===== config.mk =====
export PLATFORM = sky130hd
export DESIGN_NAME = io_uart_flat
export DESIGN_NICKNAME = d
export VERILOG_FILES = /design/src/rtl/io_uart_pkg.sv /design/src/rtl/io_uart_if.sv /design/src/rtl/io_fifo.sv /design/src/rtl/io_uart.sv /design/src/flat_wrapper.sv
export SDC_FILE = /design/constraint.sdc
export NUM_CORES = 1
export LEC_CHECK = 0
export ABC_CLOCK_PERIOD_IN_PS = 4200
export BUFFER_PORTS_ARGS = -buffer_cell sky130_fd_sc_hd__buf_4
export CAP_MARGIN = 30
export CORE_MARGIN = 2
export CORE_UTILIZATION = 35
export CTS_BUF_LIST = sky130_fd_sc_hd__clkbuf_8
export DETAILED_ROUTE_END_ITERATION = 8
export HOLD_SLACK_MARGIN = 0.02
export SLEW_MARGIN = 20
export SYNTH_ARGS = -nofsm -noshare
export SYNTH_HDL_FRONTEND = slang
export SYNTH_HIERARCHICAL = 1
export SYNTH_SLANG_ARGS = --single-unit

===== constraint.sdc =====
create_clock -name CLK -period 4.2 [get_ports CLK]
set_input_delay 0.63 -clock CLK [delete_from_list [all_inputs] [get_ports CLK]]
set_output_delay 0.63 -clock CLK [all_outputs]
set_load 0.05 [all_outputs]

===== src/rtl/io_uart_pkg.sv =====
// Shared definitions for the io_uart peripheral.
// Holds the register offsets, the STATUS/CTRL bit positions, the default
// divider and the TX/RX state encodings.
package io_uart_pkg;

  localparam int unsigned ADDR_W      = 2;
  localparam int unsigned DATA_W      = 32;
  localparam int unsigned BYTE_W      = 8;
  localparam int unsigned DIV_W       = 16;
  localparam int unsigned DEPTH_LOG2  = 3;
  localparam logic [DIV_W-1:0] DIV_RESET = 16'd433;

  // Register word offsets
  localparam logic [ADDR_W-1:0] ADDR_DATA   = 2'd0;
  localparam logic [ADDR_W-1:0] ADDR_STATUS = 2'd1;
  localparam logic [ADDR_W-1:0] ADDR_DIV    = 2'd2;
  localparam logic [ADDR_W-1:0] ADDR_CTRL   = 2'd3;

  // STATUS bit positions
  localparam int unsigned ST_RX_VALID  = 0;
  localparam int unsigned ST_TX_FULL   = 1;
  localparam int unsigned ST_TX_IDLE   = 2;
  localparam int unsigned ST_RX_OVR    = 3;
  localparam int unsigned ST_FRAME_ERR = 4;
  localparam int unsigned ST_TX_OVF    = 5;

  // CTRL bit positions
  localparam int unsigned CTRL_RX_IE = 0;
  localparam int unsigned CTRL_TX_IE = 1;

  typedef enum logic [1:0] {
    TX_IDLE  = 2'd0,
    TX_START = 2'd1,
    TX_DATA  = 2'd2,
    TX_STOP  = 2'd3
  } tx_state_e;

  typedef enum logic [1:0] {
    RX_IDLE  = 2'd0,
    RX_START = 2'd1,
    RX_DATA  = 2'd2,
    RX_STOP  = 2'd3
  } rx_state_e;

endpackage


===== src/rtl/io_uart_if.sv =====
// CPU IO-bus port of the UART: word address, one-cycle read/write strobes,
// write data in, registered read data out.
//   master: CPU side (drives address/strobes/wdata)
//   slave : peripheral side (drives IO_RDATA)
interface io_uart_if
  import io_uart_pkg::*;
();
  logic [ADDR_W-1:0] IO_ADDR;
  logic              IO_WE;
  logic              IO_RE;
  logic [DATA_W-1:0] IO_WDATA;
  logic [DATA_W-1:0] IO_RDATA;

  modport master (output IO_ADDR, output IO_WE, output IO_RE, output IO_WDATA,
                  input  IO_RDATA);
  modport slave  (input  IO_ADDR, input  IO_WE, input  IO_RE, input  IO_WDATA,
                  output IO_RDATA);
endinterface


===== src/rtl/io_fifo.sv =====
// Synchronous FIFO of 2^AW entries of DW bits with a show-ahead head.
//   push_i/wdata_i : write (ignored when full at the start of the cycle)
//   pop_i          : advance head (ignored when empty)
//   rdata_o        : current head, full_o/empty_o/count_o : occupancy
module io_fifo #(
  parameter int unsigned DW = 8,
  parameter int unsigned AW = 3
) (
  input  logic          clk,
  input  logic          rst_n,
  input  logic          push_i,
  input  logic [DW-1:0] wdata_i,
  input  logic          pop_i,
  output logic [DW-1:0] rdata_o,
  output logic          full_o,
  output logic          empty_o,
  output logic [AW:0]   count_o
);
  localparam int unsigned DEPTH = 1 << AW;

  logic [DW-1:0] mem_q [DEPTH];
  logic [AW:0]   wr_ptr_q, rd_ptr_q;
  logic          push_ok_c, pop_ok_c;

  // Extra pointer MSB separates full (MSBs differ) from empty (equal).
  assign empty_o   = (wr_ptr_q == rd_ptr_q);
  assign full_o    = (wr_ptr_q[AW] != rd_ptr_q[AW]) &&
                     (wr_ptr_q[AW-1:0] == rd_ptr_q[AW-1:0]);
  assign count_o   = wr_ptr_q - rd_ptr_q;
  assign rdata_o   = mem_q[rd_ptr_q[AW-1:0]];
  assign push_ok_c = push_i & ~full_o;
  assign pop_ok_c  = pop_i & ~empty_o;

  // Pointer update
  always_ff @(posedge clk or negedge rst_n) begin
    if (!rst_n) begin
      wr_ptr_q <= '0;
      rd_ptr_q <= '0;
    end else begin
      if (push_ok_c) wr_ptr_q <= wr_ptr_q + (AW+1)'(1);
      if (pop_ok_c)  rd_ptr_q <= rd_ptr_q + (AW+1)'(1);
    end
  end

  // Storage
  always_ff @(posedge clk) begin
    if (push_ok_c) mem_q[wr_ptr_q[AW-1:0]] <= wdata_i;
  end

endmodule


===== src/rtl/io_uart.sv =====
// Memory-mapped 8N1 UART with TX/RX FIFOs, programmable divider and a
// level interrupt.
//   CLK, RESET_N : clock, async active-low reset
//   bus          : CPU IO bus (DATA/STATUS/DIVISOR/CTRL at offsets 0..3)
//   UART_RX      : asynchronous serial input, idle high
//   UART_TX      : serial output, idle high
//   IRQ          : registered level interrupt
module io_uart
  import io_uart_pkg::*;
#(
  parameter int unsigned       FIFO_DEPTH_LOG2 = DEPTH_LOG2,
  parameter logic [DIV_W-1:0]  DEFAULT_DIV     = DIV_RESET
) (
  input  logic       CLK,
  input  logic       RESET_N,
  io_uart_if.slave   bus,
  input  logic       UART_RX,
  output logic       UART_TX,
  output logic       IRQ
);
  logic [DIV_W-1:0]  div_q;
  logic [1:0]        ctrl_q;
  logic              rx_ovr_q, frm_err_q, tx_ovf_q, irq_q, tx_q;
  logic [DATA_W-1:0] rdata_q;

  tx_state_e         tx_state_q;
  logic [DIV_W-1:0]  tx_cnt_q;
  logic [2:0]        tx_bit_q;
  logic [BYTE_W-1:0] tx_sh_q;

  rx_state_e         rx_state_q;
  logic [DIV_W-1:0]  rx_cnt_q;
  logic [2:0]        rx_bit_q;
  logic [BYTE_W-1:0] rx_sh_q;
  logic              rx_s1_q, rx_s2_q, rx_s3_q;

  logic [BYTE_W-1:0] tx_head, rx_head;
  logic              tx_full, tx_empty, rx_full, rx_empty;
  logic [FIFO_DEPTH_LOG2:0] tx_count, rx_count;

  logic              wr_data_c, rd_data_c, tx_pop_c, tx_idle_c;
  logic              rx_stop_c, rx_push_c, rx_ovr_set_c, frm_err_set_c, tx_ovf_set_c;
  logic [2:0]        clr_c;
  logic [DIV_W-1:0]  rx_half_c;
  logic [DATA_W-1:0] status_c;
  logic              unused_c;

  assign wr_data_c = bus.IO_WE && (bus.IO_ADDR == ADDR_DATA);
  assign rd_data_c = bus.IO_RE && (bus.IO_ADDR == ADDR_DATA);
  assign clr_c     = (bus.IO_WE && (bus.IO_ADDR == ADDR_STATUS)) ? bus.IO_WDATA[5:3] : 3'b000;

  // Shifter takes a byte from IDLE, or straight from the end of STOP for gapless frames.
  assign tx_pop_c  = ~tx_empty && ((tx_state_q == TX_IDLE) ||
                                   ((tx_state_q == TX_STOP) && (tx_cnt_q == '0)));
  assign tx_idle_c = tx_empty && (tx_state_q == TX_IDLE);
  assign tx_ovf_set_c = wr_data_c & tx_full;

  assign rx_stop_c     = (rx_state_q == RX_STOP) && (rx_cnt_q == '0);
  assign frm_err_set_c = rx_stop_c & ~rx_s2_q;
  assign rx_push_c     = rx_stop_c & rx_s2_q & ~rx_full;
  assign rx_ovr_set_c  = rx_stop_c & rx_s2_q & rx_full;
  assign rx_half_c     = DIV_W'((17'(div_q) + 17'd1) >> 1);

  assign unused_c = ^{tx_count, rx_count, bus.IO_WDATA[31:16]};

  assign UART_TX      = tx_q;
  assign IRQ          = irq_q;
  assign bus.IO_RDATA = rdata_q;

  io_fifo #(.DW(BYTE_W), .AW(FIFO_DEPTH_LOG2)) u_tx_fifo (
    .clk(CLK), .rst_n(RESET_N), .push_i(wr_data_c), .wdata_i(bus.IO_WDATA[7:0]),
    .pop_i(tx_pop_c), .rdata_o(tx_head), .full_o(tx_full), .empty_o(tx_empty),
    .count_o(tx_count));

  io_fifo #(.DW(BYTE_W), .AW(FIFO_DEPTH_LOG2)) u_rx_fifo (
    .clk(CLK), .rst_n(RESET_N), .push_i(rx_push_c), .wdata_i(rx_sh_q),
    .pop_i(rd_data_c), .rdata_o(rx_head), .full_o(rx_full), .empty_o(rx_empty),
    .count_o(rx_count));

  // STATUS word assembly
  always_comb begin
    status_c               = '0;
    status_c[ST_RX_VALID]  = ~rx_empty;
    status_c[ST_TX_FULL]   = tx_full;
    status_c[ST_TX_IDLE]   = tx_idle_c;
    status_c[ST_RX_OVR]    = rx_ovr_q;
    status_c[ST_FRAME_ERR] = frm_err_q;
    status_c[ST_TX_OVF]    = tx_ovf_q;
  end

  // Register file, read data, sticky flags and interrupt
  always_ff @(posedge CLK or negedge RESET_N) begin
    if (!RESET_N) begin
      div_q     <= DEFAULT_DIV;
      ctrl_q    <= '0;
      rdata_q   <= '0;
      rx_ovr_q  <= 1'b0;
      frm_err_q <= 1'b0;
      tx_ovf_q  <= 1'b0;
      irq_q     <= 1'b0;
    end else begin
      if (bus.IO_RE) begin
        unique case (bus.IO_ADDR)
          ADDR_DATA:   rdata_q <= rx_empty ? '0 : DATA_W'({1'b1, rx_head});
          ADDR_STATUS: rdata_q <= status_c;
          ADDR_DIV:    rdata_q <= DATA_W'(div_q);
          default:     rdata_q <= DATA_W'(ctrl_q);
        endcase
      end
      if (bus.IO_WE && (bus.IO_ADDR == ADDR_DIV))  div_q  <= bus.IO_WDATA[15:0];
      if (bus.IO_WE && (bus.IO_ADDR == ADDR_CTRL)) ctrl_q <= bus.IO_WDATA[1:0];
      // Set has priority over a same-cycle clear.
      rx_ovr_q  <= rx_ovr_set_c  | (rx_ovr_q  & ~clr_c[0]);
      frm_err_q <= frm_err_set_c | (frm_err_q & ~clr_c[1]);
      tx_ovf_q  <= tx_ovf_set_c  | (tx_ovf_q  & ~clr_c[2]);
      irq_q     <= (ctrl_q[CTRL_RX_IE] & ~rx_empty) | (ctrl_q[CTRL_TX_IE] & tx_empty);
    end
  end

  // TX shifter: every state lasts div_q+1 clocks, counter reloads per bit
  always_ff @(posedge CLK or negedge RESET_N) begin
    if (!RESET_N) begin
      tx_state_q <= TX_IDLE;
      tx_cnt_q   <= '0;
      tx_bit_q   <= '0;
      tx_sh_q    <= '0;
      tx_q       <= 1'b1;
    end else begin
      unique case (tx_state_q)
        TX_IDLE: begin
          if (!tx_empty) begin
            tx_state_q <= TX_START;
            tx_cnt_q   <= div_q;
            tx_sh_q    <= tx_head;
            tx_q       <= 1'b0;
          end
        end
        TX_START: begin
          if (tx_cnt_q == '0) begin
            tx_state_q <= TX_DATA;
            tx_cnt_q   <= div_q;
            tx_bit_q   <= '0;
            tx_q       <= tx_sh_q[0];
            tx_sh_q    <= tx_sh_q >> 1;
          end else begin
            tx_cnt_q <= tx_cnt_q - DIV_W'(1);
          end
        end
        TX_DATA: begin
          if (tx_cnt_q == '0) begin
            tx_cnt_q <= div_q;
            if (tx_bit_q == 3'd7) begin
              tx_state_q <= TX_STOP;
              tx_q       <= 1'b1;
            end else begin
              tx_bit_q <= tx_bit_q + 3'd1;
              tx_q     <= tx_sh_q[0];
              tx_sh_q  <= tx_sh_q >> 1;
            end
          end else begin
            tx_cnt_q <= tx_cnt_q - DIV_W'(1);
          end
        end
        default: begin
          if (tx_cnt_q == '0) begin
            if (!tx_empty) begin
              tx_state_q <= TX_START;
              tx_cnt_q   <= div_q;
              tx_sh_q    <= tx_head;
              tx_q       <= 1'b0;
            end else begin
              tx_state_q <= TX_IDLE;
            end
          end else begin
            tx_cnt_q <= tx_cnt_q - DIV_W'(1);
          end
        end
      endcase
    end
  end

  // RX: synchronizer plus edge history, then centre-sampling receiver
  always_ff @(posedge CLK or negedge RESET_N) begin
    if (!RESET_N) begin
      rx_s1_q    <= 1'b1;
      rx_s2_q    <= 1'b1;
      rx_s3_q    <= 1'b1;
      rx_state_q <= RX_IDLE;
      rx_cnt_q   <= '0;
      rx_bit_q   <= '0;
      rx_sh_q    <= '0;
    end else begin
      rx_s1_q <= UART_RX;
      rx_s2_q <= rx_s1_q;
      rx_s3_q <= rx_s2_q;
      unique case (rx_state_q)
        RX_IDLE: begin
          if (rx_s3_q && !rx_s2_q) begin
            rx_state_q <= RX_START;
            rx_cnt_q   <= (rx_half_c == '0) ? '0 : rx_half_c - DIV_W'(1);
          end
        end
        RX_START: begin
          if (rx_cnt_q == '0) begin
            if (rx_s2_q) begin
              rx_state_q <= RX_IDLE;
            end else begin
              rx_state_q <= RX_DATA;
              rx_cnt_q   <= div_q;
              rx_bit_q   <= '0;
            end
          end else begin
            rx_cnt_q <= rx_cnt_q - DIV_W'(1);
          end
        end
        RX_DATA: begin
          if (rx_cnt_q == '0) begin
            rx_sh_q  <= {rx_s2_q, rx_sh_q[7:1]};
            rx_cnt_q <= div_q;
            if (rx_bit_q == 3'd7) rx_state_q <= RX_STOP;
            else                  rx_bit_q   <= rx_bit_q + 3'd1;
          end else begin
            rx_cnt_q <= rx_cnt_q - DIV_W'(1);
          end
        end
        default: begin
          if (rx_cnt_q == '0) rx_state_q <= RX_IDLE;
          else                rx_cnt_q   <= rx_cnt_q - DIV_W'(1);
        end
      endcase
    end
  end

endmodule


===== src/flat_wrapper.sv =====
// flat-port wrapper written by rule: the top's interface ports become plain ports
module io_uart_flat import io_uart_pkg::*;
#(
  parameter int unsigned       FIFO_DEPTH_LOG2 = DEPTH_LOG2,
  parameter logic [DIV_W-1:0]  DEFAULT_DIV     = DIV_RESET
)
  (CLK, RESET_N, UART_RX, UART_TX, IRQ, bus_IO_ADDR, bus_IO_WE, bus_IO_RE, bus_IO_WDATA, bus_IO_RDATA);
  io_uart_if bus_i ();
  input  logic CLK;
  input  logic RESET_N;
  input  logic UART_RX;
  output logic UART_TX;
  output logic IRQ;
  input wire logic [$bits(bus_i.IO_ADDR)-1:0] bus_IO_ADDR;
  input wire logic [$bits(bus_i.IO_WE)-1:0] bus_IO_WE;
  input wire logic [$bits(bus_i.IO_RE)-1:0] bus_IO_RE;
  input wire logic [$bits(bus_i.IO_WDATA)-1:0] bus_IO_WDATA;
  output wire logic [$bits(bus_i.IO_RDATA)-1:0] bus_IO_RDATA;
  assign bus_i.IO_ADDR = bus_IO_ADDR;
  assign bus_i.IO_WE = bus_IO_WE;
  assign bus_i.IO_RE = bus_IO_RE;
  assign bus_i.IO_WDATA = bus_IO_WDATA;
  assign bus_IO_RDATA = bus_i.IO_RDATA;
  io_uart #(.FIFO_DEPTH_LOG2(FIFO_DEPTH_LOG2), .DEFAULT_DIV(DEFAULT_DIV)) u_core (.CLK(CLK), .RESET_N(RESET_N), .bus(bus_i), .UART_RX(UART_RX), .UART_TX(UART_TX), .IRQ(IRQ));
endmodule

# After elaboration in Yosys (flattened, before gate mapping)
# Memory sizes are Yosys's and may differ from the RTL's.
# Cells that the tools add are included.
dict set report totals {
  register_bits 132
  mem_bits_rw 128
  wordCells 177
  mem_count 2
}
dict set report classes {
  addsub 10
  n_eq_ne 30
  mux 53
  n_bitwise 26
  reduce_logical 33
}
# name words word_bits read_ports rd_clocked_by_memory_dff wr line_no
set memory_table {}
lappend memory_table {u_core.u_rx_fifo.mem_q 8 8 1 0 1 io_fifo.sv:21} ;# logic [DW-1:0] mem_q [DEPTH];
lappend memory_table {u_core.u_tx_fifo.mem_q 8 8 1 0 1 io_fifo.sv:21}
# cell count
set op_table {}
lappend op_table {{$mux 16} 9}
lappend op_table {{$pmux 32 s3} 1}
lappend op_table {{$logic_not 16->1} 3}
lappend op_table {{$pmux 16 s3} 1}
lappend op_table {{$sub 16x1->16 const B} 3}
lappend op_table {{$mux 8} 5}
lappend op_table {{$pmux 16 s2} 1}
lappend op_table {{$mux 3} 8}
lappend op_table {{$pmux 8 s3} 1}
lappend op_table {{$mux 2} 11}
lappend op_table {{$add 16x1->17 const B} 1}
lappend op_table {{$add 4x1->4 const B} 4}
lappend op_table {{$reduce_and 5->1} 3}
lappend op_table {{$and 1x1->1} 14}
lappend op_table {{$ne 2x1->1 const B} 7}
lappend op_table {{$eq 2x2->1 const B} 6}
lappend op_table {{$logic_and 1x1->1} 12}
lappend op_table {{$pmux 2 s3} 2}
lappend op_table {{$pmux 3 s2} 2}
lappend op_table {{$mux 1} 10}
lappend op_table {{$mux 9} 1}
lappend op_table {{$eq 4x4->1} 2}
lappend op_table {{$ne 2x2->1 const B} 4}
lappend op_table {{$not 1->1} 8}
lappend op_table {{other kinds (17)} 33}

# Longest topological paths before layout
# Gate-level depths: netlist of run 1.
dict set report logic_depth {
  ltp_word 7
  mapped_depth 12
  ltp_nobuf 10
}

# Cells and area by module
# The synthesis of run 1 kept the hierarchy.
# mod n_inst cells_each area_per_inst_um2 seq_area_each_um2
set by_module_without_submodules {}
lappend by_module_without_submodules {io_uart 1 813 6993.0 2513.7}
lappend by_module_without_submodules {{io_fifo (u_core.u_rx_fifo)} 1 168 2996.6 2122.0}
lappend by_module_without_submodules {{io_fifo (u_core.u_tx_fifo)} 1 167 2992.9 2122.0}

# Least setup slack after synthesis of run 1
# Ideal clock, no wire load.
dict set report synth_timing {
  kind {register -> register}
  startpoint {register u_core.rx_cnt_q[0]}
  endpoint {memory u_core.u_rx_fifo.mem_q[0][0], enable pin}
  setup_ns 0.395
  t_arrival_ns 3.177
  required_time_ns 3.805
  setup_slack_ns 0.629
  stages_incl_launch_ff 11
  path_buffers 1
  synth_period_minus_slack_ns 3.571
  cell_sequence {dfrtp_1 -> inv_1 -> ha_1 -> nor3b_2 -> nand3_1 -> nor3_1 -> clkbuf_1 -> nand2_1 -> nor3_1 -> o21ai_4 -> nor4_1}
}
dict set report synth_via {
  elab_chain_len 7
}
# element line_no
set synth_rtl {}
lappend synth_rtl {{start: declaration} io_uart.sv:32} ;# logic [DIV_W-1:0] rx_cnt_q;
lappend synth_rtl {{start signal: assignment} io_uart.sv:200} ;# rx_cnt_q <= (rx_half_c == '0) ? '0 : rx_half_c - DIV_W'(1);
lappend synth_rtl {{start signal: assignment} io_uart.sv:209} ;# rx_cnt_q <= div_q;
lappend synth_rtl {{start signal: assignment} io_uart.sv:213} ;# rx_cnt_q <= rx_cnt_q - DIV_W'(1);
lappend synth_rtl {{$logic_not 16->1} io_uart.sv:58} ;# assign rx_stop_c = (rx_state_q == RX_STOP) && (rx_cnt_q == '0);
lappend synth_rtl {{$logic_and 1x1->1} io_uart.sv:58}
lappend synth_rtl {{$and 1x1->1 (2 in a row)} io_uart.sv:60} ;# assign rx_push_c = rx_stop_c & rx_s2_q & ~rx_full;
lappend synth_rtl {{via u_core.rx_push_c} io_uart.sv:42} ;# logic rx_stop_c, rx_push_c, rx_ovr_set_c, frm_err_set_c, tx_ovf_set_c;
lappend synth_rtl {{$and 1x1->1} io_fifo.sv:31} ;# assign push_ok_c = push_i & ~full_o;
lappend synth_rtl {{$mux 1} io_fifo.sv:47} ;# if (push_ok_c) mem_q[wr_ptr_q[AW-1:0]] <= wdata_i;
lappend synth_rtl {{$mux 1 (not written as such)} io_fifo.sv:47}
lappend synth_rtl {{end: declaration} io_fifo.sv:21}
# The timed path passes the listed nets, and every way through them passes these cells.

# Worst setup path in the final report of run 1
dict set report layout_timing {
  startpoint {register u_core.rx_cnt_q[0]}
  endpoint {memory u_core.u_rx_fifo.mem_q[7][3], enable pin}
}
# The elaborated chain is that of the path after synthesis.

==> results.cfg, run 1 <==
[power_and_ir_drop]
ir_worst_vdd_v = 0.000263
power.density_nw_per_um2 = 626
power.leakage_nw = 5.59

[cts]
postCtsSetupBuffers = 0
cts_buffers = 43
clock_sinks = 244
insertion_delay_ps = 560
cts_buffer_depth = 3
cts_tree = done
cts_root_buf = clkbuf_8
cts_max_level = 2
clkTransAtPathRegs_ps = 60
cts_resized = 0

[die]
die_w_um = 196
ios = 73
dieArea_sq_um = 38300
initial_core_util = 0.354
die_h_um = 196
core_sq_um = 36300
rows = 70

[job]
maxCapViolations = 0

[placement]
numPortBuffers = 40
post-dp-hpwl_um = 20300
routabilityCongestion = 0.811
dp.cells = 1601

[grt]
grt_max_degree = 64
antenna_found_initial = 1
grt_use_total = 0.159
grt_pass1_wl_um = 48400
grt_pass1_vias = 8870
overflow = 0

[critical_path]
endpoint_kind = flip-flop
worst-path-max-fanout = 9
cp_data_arrival_time_ps = 3600
cp-start-kind = flip-flop
critical_path_required_ps = 4390
path_class = flip-flop to flip-flop
ff2ff_path_depth = 10

[timing]
min_period_ps = 3410
slew_violations = 0
tightest_slew_ps = 974
finalSetupViolCount = 0
final_hold_viol_count = 0
finalSetupTns_ps = 0
finalClockSkew_ps = 29.4
rsz0062_at_grt = no
post-route-period-util = 0.812
slew_headroom = 0.350
max_freq_ghz = 0.293

[layout]
layout-drive-gt1-share = 0.199
fin_cells = 1681
fin_nets = 1247
area_delta_synth_final_pct = 12.3
regArea_sq_um = 6760
num-fill-cells = 3510
multi_input_area_sq_um = 5570

[route]
avgRoutedWirePerCell_um = 18.0
drtIter0Drc = 506
first_pass_iters = 5
wl_um = 30200
vias_per_cell = 5.29
ant_nets = 0
route.detailed.drc = 0
vias = 8898

[min_path]
hp-class = input port to flip-flop
holdPathStages = 1

[synthesis]
synth_cells = 1131
synth.avg_cell_area_sq_um = 11.4
synth_warnings = 6
synth.cell_area_sq_um = 12900

[status]
outcome = finished clean
[critical path, cell delays in order (launching register included)]
cell and delay [ps]:
dfrtp_1 410, inv_1 90, ha_1 220, nor3b_2 180
buf_4 170, nand3_1 160, nor3_1 510, nand2_1 140
nor3_1 410, o211ai_2 240, nor2_2 510
[per-stage QoR]
stage          hold WS (ps)   util  power, mW  setup slack [ps]  instance area [sq um]
6_report                178  0.397       9.03               789                  14400
5_1_grt                 143  0.397       9.67               514                  14400
4_1_cts                 143  0.396       9.11               778                  14400
3_5_place_dp            355  0.374       7.02               835                  13600
3_3_place_gp            353  0.374       6.94               877                  13600
2_1_floorplan           334      -       6.14               629                  12900
[layout make-up]
cell class | instances | share of cell area
tap | 468 | 0.0406
sequential | 244 | 0.468
timing repair buffer | 72 | 0.0410
antenna | 1 | 0.000173
clock buffer | 43 | 0.0410
clock inverter | 34 | 0.0139
inverter | 37 | 0.00962
multi-input combinational | 782 | 0.386
[power by group]
part           leakage (nW)  switching (mW)  internal (mW)
Combinational          2.50            2.06           1.51
Clock                 0.469           0.968           1.08
Sequential             2.62           0.526           2.89
Total                  5.59            3.55           5.48
[registers in the layout (all words and copies together), names as in the netlist, 2 cells and up]
| name | cells |
|---|---|
| u_core/bus.IO_RDATA | 16 |
| u_core/ctrl_q | 2 |
| u_core/div_q | 16 |
| u_core/rx_bit_q | 3 |
| u_core/rx_cnt_q | 16 |
| u_core/rx_sh_q | 8 |
| u_core/rx_state_q | 2 |
| u_core/tx_bit_q | 3 |
| u_core/tx_cnt_q | 16 |
| u_core/tx_sh_q | 8 |
| u_core/tx_state_q | 2 |
| u_core/u_rx_fifo/mem_q | 64 |
| u_core/u_rx_fifo/rd_ptr_q | 4 |
| u_core/u_rx_fifo/wr_ptr_q | 4 |
| u_core/u_tx_fifo/mem_q | 64 |
| u_core/u_tx_fifo/rd_ptr_q | 4 |
| u_core/u_tx_fifo/wr_ptr_q | 4 |
[worst paths after layout]
path / from / to / slack, ps
worst min register to register: u_core/rx_s1_q / u_core/rx_s2_q / 360
worst max-delay path: u_core/rx_cnt_q[0] / u_core/u_rx_fifo/mem_q[7][3] / 790
max in group asynchronous: RESET_N / u_core/div_q[5] / 3020
min in group asynchronous: RESET_N / u_core/rx_sh_q[3] / 500
worst min-delay path: UART_RX / u_core/rx_s1_q / 180
worst max register to register: u_core/rx_cnt_q[0] / u_core/u_rx_fifo/mem_q[7][3] / 790
[layer usage]
| layer | track usage | part of all wire |
|---|---|---|
| met2 | 0.250 | 0.46 |
| met4 | 0.0513 | 0.025 |
| met1 | 0.224 | 0.47 |
| met5 | 0 | 0 |
| met3 | 0.0260 | 0.045 |
[repair_timing]
item,CTS,global route
endpoints found under the setup margin,0,0
hold endpoints to repair,0,14
hold buffers,0,1
[cell usage in the layout, fill, tap and decap left out, types with 9 or more instances in the layout]
cell type / n
a21oi_1: 47
a22oi_1: 9
a31oi_1: 15
buf_4: 67
clkbuf_8: 43
clkinv_1: 9
conb_1: 16
dfrtp_1: 107
dfstp_2: 9
edfxtp_1: 128
ha_1: 28
inv_1: 54
mux2_2: 40
mux2i_1: 15
mux4_2: 30
nand2_1: 153
nand2b_1: 15
nand3_1: 27
nor2_1: 62
nor3_1: 30
nor4_1: 11
o211ai_1: 10
o21ai_0: 65
o22ai_1: 17
xnor2_1: 27
xor2_1: 24
Note: power is estimated with default switching activity, not from simulation.
==> run 2, diff against run 1 <==
--- a/config.mk
+++ b/config.mk
@@ -5,7 +5,8 @@
 export SDC_FILE = /design/constraint.sdc
 export NUM_CORES = 1
 export LEC_CHECK = 0
-export ABC_CLOCK_PERIOD_IN_PS = 4200
+export ABC_AREA = 1
+export ABC_CLOCK_PERIOD_IN_PS = 3000
 export BUFFER_PORTS_ARGS = -buffer_cell sky130_fd_sc_hd__buf_4
 export CAP_MARGIN = 30
 export CORE_MARGIN = 2
==> constraint.sdc (replaced) <==
create_clock -name CLK -period 3 [get_ports CLK]
set_input_delay 0.45 -clock CLK [delete_from_list [all_inputs] [get_ports CLK]]
set_output_delay 0.45 -clock CLK [all_outputs]
set_load 0.05 [all_outputs]
==> run 2 against run 1 <==
  * Clock power grew 54%
  * Synthesized cell count grew 52%
  * Sequential share of layout area shrank 3.3 points
  * Critical path type unchanged
  * Critical endpoint is now u_core/u_rx_fifo/mem_q[6][0]
  * Largest cell class unchanged
  * Largest power group unchanged
==> results.cfg, run 2 <==
[critical_path]
path_delay_family = simple AND/OR/NAND/NOR gates
critPathBufInv = 3
crit_path_end = u_core/u_rx_fifo/mem_q[6][0]
cp_common_cell = nor2_1
rr_endpoint = u_core/u_rx_fifo/mem_q[6][0]
reg2reg_from = u_core/rx_cnt_q[0]
cp.depth = 13
cp-start-kind = flip-flop
ff2ff_path_depth = 13
path_class = flip-flop to flip-flop
cp_slowest_cell = dfrtp_1
cp_cell_sequence = inv_1, ha_1, nand3_1, nor2_1, nand3_1, or2_2, nor2_1, nand4_1, nor2_1, buf_4, nand3_2, nor2_1, buf_4
startpoint = u_core/rx_cnt_q[0]
critical_path_required_ps = 3280
crit_path_max_incr_delay_ps = 410
cp_data_arrival_time_ps = 2910
endpoint_kind = flip-flop
worst-path-max-fanout = 8
r2r_setup_slack_ps = 360

[route]
first_pass_iters = 5
route.detailed.drc = 0
vias = 11219
avgRoutedWirePerCell_um = 14.5
vias_per_cell = 4.81
drtIter0Drc = 728
wl_um = 33800
ant_nets = 0

[cts]
postCtsSetupBuffers = 0
insertion_delay_ps = 570
cts_buffers = 45
clock_sinks = 244
cts_root_buf = clkbuf_8
clkTransAtPathRegs_ps = 60
cts_max_level = 2
cts_tree = done
cts_buffer_depth = 3

[layout]
final_common_cell = nand2_1
final_cell_area_sq_um = 15500
regArea_sq_um = 6760
fin_cells = 2333
fin_nets = 1846
layout-drive-gt1-share = 0.115
num-fill-cells = 3910
multi_input_area_sq_um = 5690
layout_common_cells = nand2_1, inv_1, nor2_1
area_delta_synth_final_pct = 12.6
n_antenna_cell = 0

[grt]
grt_pass1_vias = 10904
grt_pass1_wl_um = 55900
grt_use_total = 0.168
antenna_found_initial = 1
overflow = 0
grt_max_degree = 47

[die]
initial_core_util = 0.356
ios = 73
dieArea_sq_um = 41000
die_w_um = 202
die_h_um = 202
rows = 72
core_sq_um = 38700

[synthesis]
synth_cells = 1717
synth_warnings = 6
synth.cell_area_sq_um = 13800
synth.avg_cell_area_sq_um = 8.02

[timing]
rsz0062_at_grt = no
finalSetupViolCount = 0
tightest_slew_ps = 807
min_period_ps = 2640
finalClockSkew_ps = 28.7
slew_headroom = 0.460
post-route-period-util = 0.879
slew_violations = 0
finalSetupTns_ps = 0
final_hold_viol_count = 0
max_freq_ghz = 0.379
holdWs_ps = 146

[placement]
routabilityCongestion = 0.846
post-dp-hpwl_um = 23400
dp.cells = 2248
place_area_sq_um = 14600
numPortBuffers = 40

[min_path]
worstHoldStart = bus_IO_WDATA[0]
hp-class = input port to flip-flop

[job]
maxCapViolations = 0

[power_and_ir_drop]
ir_worst_vdd_v = 0.000354
total_power_mw = 12.8
power.leakage_nw = 7.48
power.density_nw_per_um2 = 823

[status]
outcome = finished clean
## run 2: per-stage QoR
stage / util / worst slack (ps)
floorplan: - / 378
global placement: 0.377 / 353
detailed placement: 0.377 / 347
CTS: 0.401 / 339
global route: 0.401 / 133
finish: 0.401 / 363
## run 2: layer usage
layer	wire length, um	global-route usage	vias up
met4	760	0.0532	0
met2	15500	0.277	294
met3	1950	0.0272	53
met1	15600	0.228	5276
li1	-	-	5596
met5	0	0	-
## run 2: worst min-delay path by stage
stage | end | cells after the start
after floorplan | u_core/IRQ | 0
after global placement | u_core/rx_s2_q | 0
after detailed placement | u_core/rx_s2_q | 0
after CTS | u_core/u_tx_fifo/mem_q[5][0] | 1
after global routing | u_core/u_tx_fifo/mem_q[0][1] | 1
final | u_core/u_tx_fifo/mem_q[5][0] | 1
## run 2: cell type report
class	instances	area share
tap	518	0.0418
inverter	243	0.0591
clock buffer	54	0.0479
sequential	244	0.435
timing repair buffer	78	0.0389
multi-input combinational	1167	0.367
clock inverter	29	0.0103
## run 2: power breakdown
| group | switching (mW) | internal (mW) | total [mW] |
|---|---|---|---|
| Combinational | 3.41 | 1.69 | 5.09 |
| Sequential | 0.513 | 4.01 | 4.53 |
| Clock | 1.42 | 1.73 | 3.15 |
| Total | 5.34 | 7.43 | 12.8 |
## run 2: what timing repair did
item                                    in CTS  in global routing
gates resized for setup                      0                  0
hold endpoints to repair                    25                  0
endpoints found under the setup margin       0                  0
hold buffers                                 2                  0
==> run 3, diff against run 2 <==
--- a/config.mk
+++ b/config.mk
@@ -5,7 +5,7 @@
 export SDC_FILE = /design/constraint.sdc
 export NUM_CORES = 1
 export LEC_CHECK = 0
-export ABC_AREA = 1
+export ABC_AREA = 0
 export ABC_CLOCK_PERIOD_IN_PS = 3000
 export BUFFER_PORTS_ARGS = -buffer_cell sky130_fd_sc_hd__buf_4
 export CAP_MARGIN = 30
==> run 3 against run 2 <==
  * First-iteration DRC count is 18% lower
  * Worst setup slack worse by 140 ps
  * Register-to-register slack worse by 140 ps
  * Critical path depth is 4 lower
  * Sequential power is 3% higher
  * Combinational power up 4.9%
  * Maximum frequency down 5.2%
  * Clock power shrank 7.3%
  * Largest cell class unchanged
  * Highest routed layer unchanged
==> results.cfg, run 3 (synthesized netlist as in run 1, its figures left out) <==
[route]
vias_per_cell = 5.25
first_pass_iters = 5
drtIter0Drc = 597
vias = 9031
ant_nets = 0
avgRoutedWirePerCell_um = 18.1
wl_um = 31200
route.detailed.drc = 0

[cts]
clock_sinks = 244
insertion_delay_ps = 570
cts_buffers = 44
cts_root_buf = clkbuf_8
postCtsSetupBuffers = 0
clkTransAtPathRegs_ps = 60
cts_max_level = 2
cts_buffer_depth = 3
cts_tree = done

[layout]
area_delta_synth_final_pct = 15.9
fin_cells = 1720
layout-drive-gt1-share = 0.234
final_common_cell = nand2_1
final_cell_area_sq_um = 14900
layout_common_cells = nand2_1, edfxtp_1, dfrtp_1
fin_util = 0.410
fin_nets = 1283
num-fill-cells = 3441

[die]
die_w_um = 196
initial_core_util = 0.354
die_h_um = 196
rows = 70
ios = 73
core_sq_um = 36300
dieArea_sq_um = 38300

[critical_path]
cp-start-kind = flip-flop
crit_path_max_incr_delay_ps = 630
cp_slowest_cell = or4b_4
cp_data_arrival_time_ps = 3220
r2r_setup_slack_ps = 220
path_class = flip-flop to flip-flop
reg2reg_from = u_core/div_q[0]
critPathBufInv = 0
worst-path-max-fanout = 10
endpoint_kind = flip-flop
cp_cell_sequence = ha_2, nand2_2, nor3_2, a31oi_1, or4b_4, nor2_4, a21boi_4, a221oi_1, a21oi_1
critical_path_required_ps = 3430
path_delay_family = simple AND/OR/NAND/NOR gates
rr_endpoint = u_core/rx_cnt_q[9]
ff2ff_path_depth = 9

[timing]
max_freq_ghz = 0.360
final_hold_viol_count = 0
rsz0062_at_grt = no
min_period_ps = 2780
finalSetupTns_ps = 0
setup_ws_ps = 219
tightest_slew_ps = 984
slew_violations = 0
finalClockSkew_ps = 27.7
post-route-period-util = 0.927
holdWs_ps = 123
slew_headroom = 0.342
finalSetupViolCount = 0

[grt]
grt_pass1_wl_um = 49700
antenna_found_initial = 1
grt_pass1_vias = 8920
overflow = 0
grt_max_degree = 50
grt_use_total = 0.165

[placement]
place_ws_ps = 160
post-dp-hpwl_um = 21200
dp.cells = 1636
numPortBuffers = 40
routabilityCongestion = 0.819
place_area_sq_um = 14000

[power_and_ir_drop]
power.leakage_nw = 5.80
power.density_nw_per_um2 = 868
total_power_mw = 12.9
ir_worst_vdd_v = 0.000382

[min_path]
worstHoldStart = bus_IO_WDATA[8]
hold_end = u_core/div_q[8]
holdPathStages = 2
hp-class = input port to flip-flop

[job]
maxCapViolations = 0

[status]
outcome = finished clean
[run 3: cell types whose count changed in the layout (fill, tap and decap cells not counted), sizes merged, moves of 27 or more]
cell / change
inv: -197
mux4: +32
nor2: -83
buf: +29
o21ai: -43
nand3: -108
mux2: +35
nor3: +27
nand2: -399
[run 3: metal layers]
layer  part of all wire  vias up  track usage  wire (um)
li1                   -     4299            -          -
met1               0.46     4483        0.229      14400
met2               0.47      209        0.267      14700
met3              0.047       40       0.0261       1480
met4              0.020        0       0.0485        633
met5                  0        -            0          0
[run 3: worst max path at each step]
stage,endpoint,slack [ps],cells after the start,from
3_5_place_dp,u_core/rx_cnt_q[9],160,9,u_core/div_q[0]
3_3_place_gp,u_core/rx_cnt_q[9],200,9,u_core/div_q[0]
6_report,u_core/rx_cnt_q[9],220,9,u_core/div_q[0]
4_1_cts,u_core/rx_cnt_q[9],140,9,u_core/div_q[0]
2_1_floorplan,u_core/u_rx_fifo/mem_q[0][0],10,10,u_core/rx_cnt_q[0]
5_1_grt,u_core/u_rx_fifo/mem_q[0][3],20,12,u_core/rx_cnt_q[0]
[run 3: power by group]
group          switching (mW)  internal, mW  total [mW]
sequential              0.632          4.04        4.68
clock                    1.42          1.50        2.92
combinational            3.10          2.24        5.34
[run 3: worst reg2reg max path, stage by stage, from the launching register on]
cell	delay (ps)
dfstp_2	530
ha_2	270
nand2_2	120
nor3_2	230
a31oi_1	180
or4b_4	630
nor2_4	180
a21boi_4	130
a221oi_1	330
a21oi_1	70
[run 3: area by class of cell]
type                       instances  area, sq um  share of cell area
clock inverter                    35          199              0.0134
multi-input combinational        782         5650               0.379
antenna                            2         5.00            0.000336
sequential                       244         6760               0.454
clock buffer                      45          619              0.0416
timing repair buffer             107          946              0.0635
tap                              468          586              0.0393
inverter                          37          139             0.00932
[run 3: what timing repair did]
item / 4_1_cts / 5_1_grt
setup endpoints to repair: 0 / 57
hold endpoints to repair: 30 / 0
hold buffers: 2 / 0
gates resized for setup: 0 / 2
